==> src/rtl/rx_deframe_1to8.sv <==
// rx_deframe_1to8
// Receive-side deframer in the clk20m domain. Takes a 1-bit MSB-first stream,
// hunts for the sync word, parses the IDENT/LEN header, emits payload bytes
// and checks the trailing CRC16 (poly 8005, init FFFF, no reflection, xorout 0)
// computed over the payload only.
// Frame: SYNC(16) | IDENT(8) | LEN(8) | PAYLOAD(LEN bytes) | CRC(16)
//
// Build option: define SYNC_TOL1_EN to also accept a sync pattern at Hamming
// distance 1 from SYNC_WORD. Without it only an exact match is accepted.
//
// Ports:
//   i_clk20m      sole clock
//   i_rst         synchronous active-high reset
//   i_bit         serial data bit (used only when i_bit_valid=1)
//   i_bit_valid   qualifier for i_bit
//   o_ident       IDENT of the current frame, held until the next header
//   o_len         LEN of the current frame, held until the next header
//   o_data        payload byte (held between pulses)
//   o_data_valid  one-cycle pulse per payload byte
//   o_sof         with the first payload byte, or with o_crc_done when LEN=0
//   o_eof         with the last payload byte
//   o_crc_done    one-cycle pulse, CRC result valid
//   o_crc_ok      1 when the received CRC matched, valid with o_crc_done
//   o_abort       one-cycle pulse, frame dropped (gap timeout or LEN>MAX_LEN)
module rx_deframe_1to8 #(
    parameter logic [15:0] SYNC_WORD = 16'hEB90,
    parameter logic [7:0]  MAX_LEN   = 8'd240,
    parameter int unsigned GAP_MAX   = 16
) (
    input  logic       i_clk20m,
    input  logic       i_rst,
    input  logic       i_bit,
    input  logic       i_bit_valid,
    output logic [7:0] o_ident,
    output logic [7:0] o_len,
    output logic [7:0] o_data,
    output logic       o_data_valid,
    output logic       o_sof,
    output logic       o_eof,
    output logic       o_crc_done,
    output logic       o_crc_ok,
    output logic       o_abort
);

    localparam int GAP_W = $clog2(GAP_MAX + 2);
    localparam logic [GAP_W-1:0] GAP_LIMIT = GAP_W'(GAP_MAX);

    typedef enum logic [1:0] {ST_HUNT, ST_HDR, ST_PAY, ST_CRC} state_t;

    // Bytewise CRC16 update, MSB of the byte first.
    function automatic logic [15:0] crc16Byte(input logic [15:0] crcIn, input logic [7:0] dataIn);
        logic [15:0] c;
        c = crcIn;
        for (int i = 7; i >= 0; i--) begin
            if (c[15] ^ dataIn[i]) c = {c[14:0], 1'b0} ^ 16'h8005;
            else                   c = {c[14:0], 1'b0};
        end
        return c;
    endfunction

    state_t             state_q, state_d;
    logic [14:0]        hist_q, hist_d;
    logic [3:0]         bitCnt_q, bitCnt_d;
    logic [7:0]         byteCnt_q, byteCnt_d;
    logic [GAP_W-1:0]   gapCnt_q, gapCnt_d;
    logic [15:0]        crc_q, crc_d;
    logic [7:0]         ident_q, ident_d;
    logic [7:0]         len_q, len_d;
    logic [7:0]         data_q, data_d;
    logic               dataValid_q, dataValid_d;
    logic               sof_q, sof_d;
    logic               eof_q, eof_d;
    logic               crcDone_q, crcDone_d;
    logic               crcOk_q, crcOk_d;
    logic               abort_q, abort_d;
    logic               toHunt;

    // The 16-bit shift register is kept as the 15 older bits plus the bit being
    // sampled, so "window" is the register contents after this cycle's shift.
    logic [15:0] window;
    logic [15:0] syncDiff;
    logic        syncHit;

    assign window   = {hist_q, i_bit};
    assign syncDiff = window ^ SYNC_WORD;
`ifdef SYNC_TOL1_EN
    // Zero or exactly one differing bit: clearing the lowest set bit leaves nothing.
    assign syncHit  = ((syncDiff & (syncDiff - 16'd1)) == 16'd0);
`else
    assign syncHit  = (syncDiff == 16'd0);
`endif

    // Next-state logic: sync hunt, header/payload/CRC bit collection and the
    // inter-bit gap watchdog. Every exit to HUNT clears the window and counters.
    always_comb begin
        state_d     = state_q;
        hist_d      = hist_q;
        bitCnt_d    = bitCnt_q;
        byteCnt_d   = byteCnt_q;
        gapCnt_d    = gapCnt_q;
        crc_d       = crc_q;
        ident_d     = ident_q;
        len_d       = len_q;
        data_d      = data_q;
        crcOk_d     = crcOk_q;
        dataValid_d = 1'b0;
        sof_d       = 1'b0;
        eof_d       = 1'b0;
        crcDone_d   = 1'b0;
        abort_d     = 1'b0;
        toHunt      = 1'b0;

        if (state_q == ST_HUNT) begin
            if (i_bit_valid) begin
                hist_d = window[14:0];
                if (syncHit) begin
                    state_d   = ST_HDR;
                    bitCnt_d  = 4'd0;
                    byteCnt_d = 8'd0;
                    gapCnt_d  = '0;
                    crc_d     = 16'hFFFF;
                end
            end
        end else if (!i_bit_valid) begin
            if (gapCnt_q == GAP_LIMIT) begin
                abort_d = 1'b1;
                toHunt  = 1'b1;
            end else begin
                gapCnt_d = gapCnt_q + 1'b1;
            end
        end else begin
            gapCnt_d = '0;
            hist_d   = window[14:0];
            bitCnt_d = bitCnt_q + 4'd1;
            case (state_q)
                ST_HDR: begin
                    if (bitCnt_q == 4'd15) begin
                        ident_d   = window[15:8];
                        len_d     = window[7:0];
                        bitCnt_d  = 4'd0;
                        byteCnt_d = 8'd0;
                        if (window[7:0] > MAX_LEN) begin
                            abort_d = 1'b1;
                            toHunt  = 1'b1;
                        end else if (window[7:0] == 8'd0) begin
                            state_d = ST_CRC;
                        end else begin
                            state_d = ST_PAY;
                        end
                    end
                end
                ST_PAY: begin
                    if (bitCnt_q == 4'd7) begin
                        data_d      = window[7:0];
                        dataValid_d = 1'b1;
                        sof_d       = (byteCnt_q == 8'd0);
                        eof_d       = (byteCnt_q == len_q - 8'd1);
                        crc_d       = crc16Byte(crc_q, window[7:0]);
                        byteCnt_d   = byteCnt_q + 8'd1;
                        bitCnt_d    = 4'd0;
                        if (byteCnt_q == len_q - 8'd1) state_d = ST_CRC;
                    end
                end
                ST_CRC: begin
                    if (bitCnt_q == 4'd15) begin
                        crcDone_d = 1'b1;
                        crcOk_d   = (window == crc_q);
                        sof_d     = (len_q == 8'd0);
                        toHunt    = 1'b1;
                    end
                end
                default: ;
            endcase
        end

        if (toHunt) begin
            state_d   = ST_HUNT;
            hist_d    = '0;
            bitCnt_d  = 4'd0;
            byteCnt_d = 8'd0;
            gapCnt_d  = '0;
        end
    end

    // State and output registers; reset returns to an empty hunt.
    always_ff @(posedge i_clk20m) begin
        if (i_rst) begin
            state_q     <= ST_HUNT;
            hist_q      <= '0;
            bitCnt_q    <= 4'd0;
            byteCnt_q   <= 8'd0;
            gapCnt_q    <= '0;
            crc_q       <= 16'hFFFF;
            ident_q     <= 8'd0;
            len_q       <= 8'd0;
            data_q      <= 8'd0;
            dataValid_q <= 1'b0;
            sof_q       <= 1'b0;
            eof_q       <= 1'b0;
            crcDone_q   <= 1'b0;
            crcOk_q     <= 1'b0;
            abort_q     <= 1'b0;
        end else begin
            state_q     <= state_d;
            hist_q      <= hist_d;
            bitCnt_q    <= bitCnt_d;
            byteCnt_q   <= byteCnt_d;
            gapCnt_q    <= gapCnt_d;
            crc_q       <= crc_d;
            ident_q     <= ident_d;
            len_q       <= len_d;
            data_q      <= data_d;
            dataValid_q <= dataValid_d;
            sof_q       <= sof_d;
            eof_q       <= eof_d;
            crcDone_q   <= crcDone_d;
            crcOk_q     <= crcOk_d;
            abort_q     <= abort_d;
        end
    end

    assign o_ident      = ident_q;
    assign o_len        = len_q;
    assign o_data       = data_q;
    assign o_data_valid = dataValid_q;
    assign o_sof        = sof_q;
    assign o_eof        = eof_q;
    assign o_crc_done   = crcDone_q;
    assign o_crc_ok     = crcOk_q;
    assign o_abort      = abort_q;

endmodule

==> config.mk <==
export PLATFORM = sky130hd
export DESIGN_NAME = rx_deframe_1to8
export DESIGN_NICKNAME = d
export VERILOG_FILES = /design/src/rtl/rx_deframe_1to8.sv
export SDC_FILE = /design/constraint.sdc
export NUM_CORES = 1
export LEC_CHECK = 0
export ABC_CLOCK_PERIOD_IN_PS = 5300
export CAP_MARGIN = 20
export CORE_ASPECT_RATIO = 1.1
export CORE_UTILIZATION = 35
export CTS_BUF_LIST = sky130_fd_sc_hd__clkbuf_4
export CTS_CLUSTER_DIAMETER = 100
export CTS_CLUSTER_SIZE = 24
export DETAILED_ROUTE_END_ITERATION = 12
export PLACE_DENSITY = 0.51
export SLEW_MARGIN = 5
export SYNTH_ARGS = -nofsm -noshare
export SYNTH_HDL_FRONTEND = slang
export SYNTH_SLANG_ARGS = --single-unit
==> constraint.sdc <==
create_clock -name i_clk20m -period 5.3 [get_ports i_clk20m]
set_input_delay 0.53 -clock i_clk20m [delete_from_list [all_inputs] [get_ports i_clk20m]]
set_output_delay 0.53 -clock i_clk20m [all_outputs]
set_load 0.02 [all_outputs]
# Word level (Yosys, flattened, before mapping)
# Index checks and enable logic that the tools add are counted.
[op_classes]
n_addsub = 4
mul = 0
div_mod_pow = 0
magnitude_cmp = 1
n_eq_ne = 15
shift = 0
muxes = 84
bitwise = 22
n_reduce_logical = 22
[ops]
columns = ["cell", "n"]
rows = [
  ["$mux W16", 42],
  ["$mux W8", 6],
  ["$mux W5", 5],
  ["$logic_not A8 Y1", 3],
  ["$mux W4", 6],
  ["$not A3 Y3", 8],
  ["$eq A16 B16 Y1", 1],
  ["$logic_not A16 Y1", 1],
  ["$mux W2", 8],
  ["$pmux W8 S2", 1],
  ["$reduce_and A4 Y1", 4],
  ["$mux W1", 12],
  ["$ne A3 B3 Y1 const B", 4],
  ["$add A8 B1 Y8 const B", 1],
  ["$eq A8 B8 Y1", 1],
  ["$gt A8 B8 Y1 const B", 1],
  ["$not A8 Y8", 1],
  ["$pmux W4 S2", 1],
  ["$reduce_or A4 Y1", 2],
  ["$sub A8 B1 Y8 const B", 1],
  ["$xor A1 B1 Y1", 8],
  ["$reduce_and A7 Y1", 1],
  ["$ne A2 B2 Y1 const B", 3],
  ["$add A5 B1 Y5 const B", 1],
  ["18 further kinds", 26],
]
[word_totals]
regBits = 80
latch_bits = 0
mem_bits_rw = 0
rom_bits = 0
memories = 0

# Logic depth before layout (Yosys ltp)
[logic_depth]
word_depth = 48
mapped_depth = 11
mapped_depth_nobuf = 8

# Least setup slack after synthesis
# No wires, ideal clock.
[synth_timing]
path_kind = "register to register"
startpoint = "register state_q[0]"
endpoint = "register bitCnt_q[2]"
t_arrival_ps = 2425
required_ps = 5158
path_slack_ps = 2733
path_stages_with_launch = 12
n_path_buf = 4
synth_period_minus_slack_ps = 2567
cell_sequence = "dfxtp_1 -> inv_1 -> ha_1 -> clkbuf_1 -> nand2b_1 -> clkbuf_1 -> nor3_1 -> a22o_1 -> or3_1 -> clkbuf_1 -> clkbuf_1 -> a311oi_1"
[synth_between]
elab_chain_cells = 5
word_cells_on_any_way = 13
classes_between = "eq/ne: 4; mux: 6; reduce/logical: 3"
[synth_lines]
columns = ["item", "line", "rtl"]
rows = [
  ["from (decl)", "61", "state_t state_q, state_d;"],
  ["from (signal assigned)", "204", "state_q <= state_d;"],
  ["$eq A2 B2 Y1 / $eq A2 B1 Y1 (equally long branches)", "135", "case (state_q)"],
  ["$pmux W1 S2", "135", ""],
  ["$mux W1", "124", "end else if (!i_bit_valid) begin"],
  ["$mux W1", "113", "if (state_q == ST_HUNT) begin"],
  ["$reduce_or A2 Y1 (no source line)", "n/a", ""],
  ["to (signal assigned)", "206", "bitCnt_q <= bitCnt_d;"],
  ["to (decl)", "63", "logic [3:0] bitCnt_q, bitCnt_d;"],
]
# Several ways; a longest one is shown, not always the timed one. The select of a mux whose other input is x is not followed.
# A chain may end at the register's enable or synchronous reset.

# Worst setup path in the final report
[layout_timing]
startpoint = "input i_bit"
endpoint = "register state_q[0]"
[layout_between]
elab_chain_cells = 7
word_cells_on_any_way = 18
classes_between = "order compare: 1; eq/ne: 2; mux: 11; reduce/logical: 4"
[layout_lines]
columns = ["item", "line", "rtl"]
rows = [
  ["from (decl)", "32", "input logic i_bit,"],
  ["$gt A8 B8 Y1 / $logic_not A8 Y1 (equally long branches)", "142, 145", ""],
  ["$mux W1, on equally long branches", "142, 145", ""],
  ["$mux W1 / $mux W2 (equally long branches)", "137, 142", ""],
  ["$pmux W1 S2 / $mux W2 (equally long branches)", "135, 137", ""],
  ["$mux W1 / $pmux W2 S2 (equally long branches)", "124, 135", ""],
  ["$mux W1 / $mux W2 (equally long branches)", "113, 124", ""],
  ["$reduce_or A2 Y1 (no source line) / $mux W2 (equally long branches)", "n/a", ""],
]
# Several ways; a longest one is shown, not always the timed one. The select of a mux whose other input is x is not followed.

==> key figures <==
Outcome
  – Status: finished, final reports clean

Synthesis
  – Dominant cells by area after synthesis: dfxtp_1, xnor2_1, nand2_1
  – Synthesized cell area: 4041 um2
  – Mux share of post-synthesis cell area: 4.458%
  – Avg Inst Size Synth: 8.580 um2
  – Synth Area in Simple Gates: 22.45%
  – Synth Register Bits: 80
  – Distinct cells, synth: 60
  – Adder-cell area share of the yosys netlist: 3.406%
  – Synth Instances: 471
  – Largest family of logic cells by synthesized area: simple AND/OR/NAND/NOR gates
  – Synth top area share: 39.63%
  – Post-synth EDFFs: 0
  – Top FF cell, synth: dfxtp_1
  – Asr flop ratio synth: 0%
  – Largest area contributor in the netlist: dfxtp_1
  – Xor-xnor portion of the synthesized cell area: 12.48%
  – Synth Area in Compound Gates: 13.07%
  – Syn nets: 486
  – Sequential cell area fraction in the yosys report: 39.63%
  – YS warnings: 0

Clock network
  – H-tree depth: 3
  – Root buffer cell: clkbuf_4
  – Total CTS buffers: 9
  – Setup Fix Bufs, Post-CTS: 0
  – Hold-fix buffers, CTS: 0
  – Clk buf depth: 2
  – CTS tree: built
  – # clock sinks: 80
  – Worst-path clk slew: 0.12 ns
  – Cts repair resizes: 0
  – Worst skew pair latency: 0.44 ns

Timing
  – RSZ-0062 raised after global routing: false
  – Final Hold Vio Count: 0
  – Worst Skew: 0.01437 ns
  – Slew at the pin closest to its max-slew limit: 0.8321 ns
  – Max-slew headroom: 44.35%
  – Fmax achieved: 325.0 MHz
  – Final TNS setup: 0 ns
  – Max-slew violation count: 0
  – Final setup viols: 0
  – Part of the cycle the worst path needs: 58.06%
  – Worst hold slack: 0.4622 ns
  – Final Worst Setup Slack: 2.223 ns
  – Crit path time final: 3.077 ns

Floorplan
  – Row count: 40
  – Die X: 104.5 um
  – Die Ht: 114.7 um
  – Die ar.: 11980 um2
  – IO Pins: 34
  – Initial core utilization: 36.54%
  – Core area: 11060 um2

GRT
  – Initial antenna violation count: 0
  – Largest net degree at the start of global routing: 50
  – GR Util All Layers: 17.14%
  – Gr ovfl total: 0
  – First-pass GRT wire length: 16150 um
  – Vias in the first global route: 3106

Placed design
  – Placed Cells incl. Taps: 624
  – GPL Wtd Cong: 0.7841
  – Place WS: 1.733 ns
  – HPWL Detailed: 6633 um
  – PortBufs: 33

Layout
  – Non-Filler Instances: 640
  – # diodes: 0
  – Share of layout cells above drive strength 1: 6.897%
  – Final nets: 503
  – Filler instances: 1137
  – Synth-to-layout area growth: 13.68%

Routing
  – DRT Wirelength: 9719 um
  – Routed via count: 3226
  – 1st-iter DRT viols: 149
  – # DRC: 0
  – Via density: 5.041
  – DRT Pass-1 Iters: 4
  – Remaining antenna violation count: 0
  – WL/cell: 15.19 um

Critical path
  – Critical path launch point type: input pin
  – CP Max Fanout: 12
  – Critical path class: in2reg
  – Arrival time worst endpoint: 3.37 ns
  – CP Capture Type: flop
  – Critical Path RT: 5.59 ns

Pwr
  – Lkg Pwr: 0.001602 uW
  – Peak VDD IR: 0.1183 mV
  – PwrDens: 239.1 nW/um2

Flow run
  – Max cap viols: 0

Hold path
  – HP Class: reg2reg
cell families after synthesis:
group / after synthesis
adder cells (fa/ha/maj): 11
AND/OR/NAND/NOR: 180
AO/OA/AOI/OAI: 82
XOR/XNOR: 56
multiplexers: 18
buffers and inverters: 44
flip-flops: 80
worst paths after layout:
kind | startpoint | endpoint | slack (ns) | cells after the start
setup / recovery | i_bit | state_q[0] | 2.22 | 7
hold / removal | o_ident[7] | o_ident[7] | 0.46 | 2
setup reg to reg | hist_q[0] | state_q[0] | 2.44 | 6
hold reg to reg | o_ident[7] | o_ident[7] | 0.46 | 2
per-stage QoR:
stage	utilization [%]	power, uW	cell area, um2
2_1_floorplan	-	716.0	4041
3_3_place_gp	40.28	740.2	4456
3_5_place_dp	40.28	741.4	4456
4_1_cts	41.54	1116	4594
5_1_grt	41.54	1158	4594
6_report	41.54	1099	4594
flip-flops by register name (all words and copies together), names as in the netlist, 4 cells and up:
| register | cells |
|---|---|
| o_ident | 8 |
| hist_q | 15 |
| bitCnt_q | 4 |
| crc_q | 16 |
| gapCnt_q | 5 |
| o_data | 8 |
| byteCnt_q | 8 |
| o_len | 8 |
metal layers:
metal / GRT usage [%] / wire, um / vias to the layer above
met4: 5.524 / 114 / 0
li1: - / - / 1653
met1: 23.89 / 5100 / 1510
met2: 26.00 / 4161 / 54
met3: 4.098 / 342 / 9
met5: 0 / 0 / -
where the power goes:
group          switching, uW  internal, uW
combinational           72.9          38.8
sequential              8.94           607
clock                    216           155
cell usage after synthesis, types with 2 or more instances:
cell       instances
or3_1              4
nand3_1            3
nand4_1           12
nor2_1            50
clkbuf_1          27
buf_2              2
inv_1             12
or2_2              2
o21ai_0           12
dfxtp_1           80
nand2b_1           6
a21oi_1           33
o2bb2ai_1          2
a221oi_1           2
nor3_1            17
ha_1              11
xnor2_1           43
mux2i_1           18
a31o_2             2
and2_1             2
buf_6              2
xor2_1            12
o21bai_1          12
nand2_1           52
nor3b_1            3
nor4_1             8
nor2b_1            7
a32oi_1            2
a311oi_1           2
critical path: stages:
cell and delay (ns):
clkdlybuf4s50_1 0.56, or4_4 0.57, or3_4 0.36, o31a_1 0.47, or2_4 0.36, a2111oi_0 0.37, a221oi_1 0.15
area by class of cell:
class	instances	area [um2]	area share, %
Multi-Input combinational cell	347	2257	49.13
Sequential cell	80	1602	34.86
Timing Repair Buffer	38	367.9	8.007
Tap cell	147	183.9	4.003
Clock buffer	11	82.58	1.797
Clock inverter	5	56.30	1.225
Inverter	12	45.04	0.9804
cells in the final DEF (no fill, tap or decap), types with 3 or more instances in the layout:
master / count
a21oi_1: 33
buf_4: 5
clkbuf_4: 11
clkdlybuf4s50_1: 33
dfxtp_1: 80
ha_1: 11
inv_1: 12
mux2i_1: 18
nand2_1: 52
nand2b_1: 6
nand3_1: 3
nand4_1: 12
nor2_1: 50
nor2b_1: 7
nor3_1: 17
nor3b_1: 3
nor4_1: 8
o21ai_0: 12
o21bai_1: 12
or3_1: 4
xnor2_1: 43
xor2_1: 12
(Power assumes the default switching activity.)
==> RTL change: new RTL, config.mk and constraints unchanged <==
Encoding of `state_t`: now one-hot (4 bits for 4 states).
--- a/src/rtl/rx_deframe_1to8.sv
+++ b/src/rtl/rx_deframe_1to8.sv
@@ -45,7 +45,7 @@
     localparam int GAP_W = $clog2(GAP_MAX + 2);
     localparam logic [GAP_W-1:0] GAP_LIMIT = GAP_W'(GAP_MAX);
 
-    typedef enum logic [1:0] {ST_HUNT, ST_HDR, ST_PAY, ST_CRC} state_t;
+    typedef enum logic [3:0] {ST_HUNT = 4'b0001, ST_HDR = 4'b0010, ST_PAY = 4'b0100, ST_CRC = 4'b1000} state_t;
 
     // Bytewise CRC16 update, MSB of the byte first.
     function automatic logic [15:0] crc16Byte(input logic [15:0] crcIn, input logic [7:0] dataIn);
Behaviour: no difference found for any inputs over 10 cycles, from zero or initial values and one cycle with i_rst high; not proved beyond that.
==> RTL change against the original RTL <==
Worst setup slack improved by 0.072 ns. Wire length is 1.7% higher. Area after synthesis increased by 0.84%. Largest power group unchanged. Clock power down 3%. Final area increased by 0.74%. First-iteration DRC count increased by 9.4%. Total power is 5.2% higher. Non-clock buffer count is the same. Sequential cell count is 2 higher. Combinational power up 38%. Global-route usage rose by 0.56 points.
==> RTL change: results (changes against the original RTL) <==
number of global-route vias before repair = 3225 (+3.8%)
P_leak = 1.621 nW (+1.2%)
Synth Area in Compound Gates = 9.948% (-3.1 points)
GR Layer Usage met2 = 30.68% (+4.7 points)
post-synthesis xor/xnor area fraction = 11.85% (-0.63 points)
Syn Inst Count = 459 (-2.5%)
final net count = 490 (-2.6%)
Post-Syn Nets = 470 (-3.3%)
grt met1 use = 21.95% (-1.9 points)
synth top area cells = dfxtp_1 (40%), xnor2_1 (9.0%), mux2i_1 (8.4%)
first-pass GRT wire length = 16530 um (+2.4%)
Hold WS = 0.4617 ns (-0.0004360 ns)
DR vias = 3251 (+0.77%)
clk sinks = 82 (+2.5%)
HPWL after DPL = 7035 um (+6.1%)
#MultiIn Comb = 340 (-2.0%)
drt wl/cell = 15.68 um (+3.3%)
DR iter-0 viols = 163 (+9.4%)
R2R Path Start = state_q[2]
Inst Count DP = 615 (-1.4%)
Final clock-cell share = 2.920% (-0.10 points)
Signal buffers = 38 (unchanged)
leading post-synthesis cells by instance count = dfxtp_1 (82), nor2_1 (66), xnor2_1 (42)
Worst Setup SP = i_bit_valid
area post-placement = 0.004493 mm2 (+0.84%)
pre-CTS WS = 1.868 ns (+0.1347 ns)
R2R Path End = byteCnt_q[7]
worst vdd ir = 0.1274 mV (+7.7%)
status = complete, no violations
Synth cell types = 59 (-1.7%)
slowest CP cell = nor2_1
met2 wire length = 4750 um (+14%)
Hold Startpoint = o_data[1]
final std cells w/o fill = 630 (-1.6%)
RePlAce Congestion = 0.7730 (-1.4%)
synthesized cell area = 0.004075 mm2 (+0.84%)
Fillers = 1156 (+1.7%)
clock skew = 0.01441 ns (+0.00004240 ns)
Synth Area in Adders = 2.149% (-1.3 points)
critical path's largest stage delay = 0.74 ns (+0.17 ns)
setup slack after layout = 2.295 ns (+0.07213 ns)
critical path fanouts, max = 23 (+11)
Signal inverters = 8 (-4)
Reg area = 0.001642 mm2 (+2.5%)
Layout area overhead = 13.57% (about the same)
post-synthesis sequential area ratio = 40.28% (+0.65 points)
# clk buffers = 9 (-2)
share of cells above drive strength 1 = 5.797% (-1.1 points)
Worst Hold End = o_data[1]
-- RTL change: changes by cell type after synthesis, moves of 6 or more --
cell / change
nand2_1: -24
nand2b_1: +6
mux2i_1: +16
nor2_1: +16
o21bai_1: -7
a21oi_1: -11
clkbuf_1: -15
nand3_1: +6
buf_2: +11
nand4_1: +6
-- RTL change: cells by family (layout without fill, tap and decap cells) --
kind of cell,Yosys count,in the layout
AO/OA/AOI/OAI,64,64
XOR/XNOR,52,52
adder cells (fa/ha/maj),7,7
buffers and inverters,37,61
flip-flops,82,82
multiplexers,34,34
AND/OR/NAND/NOR,183,183
-- RTL change: power by group --
group	internal, W	switching (W)	total, W	leakage [nW]
combinational	0.0000529	0.000101	0.000154	0.890
clock	0.000143	0.000219	0.000361	0.0700
sequential	0.000626	0.0000139	0.000640	0.661
-- RTL change: worst register-to-register path, delay by kind of cell, from the launching register on --
kind / cells / cell delay, ns
simple gates: 3 / 1.41
compound gates: 3 / 0.78
flops: 1 / 0.57
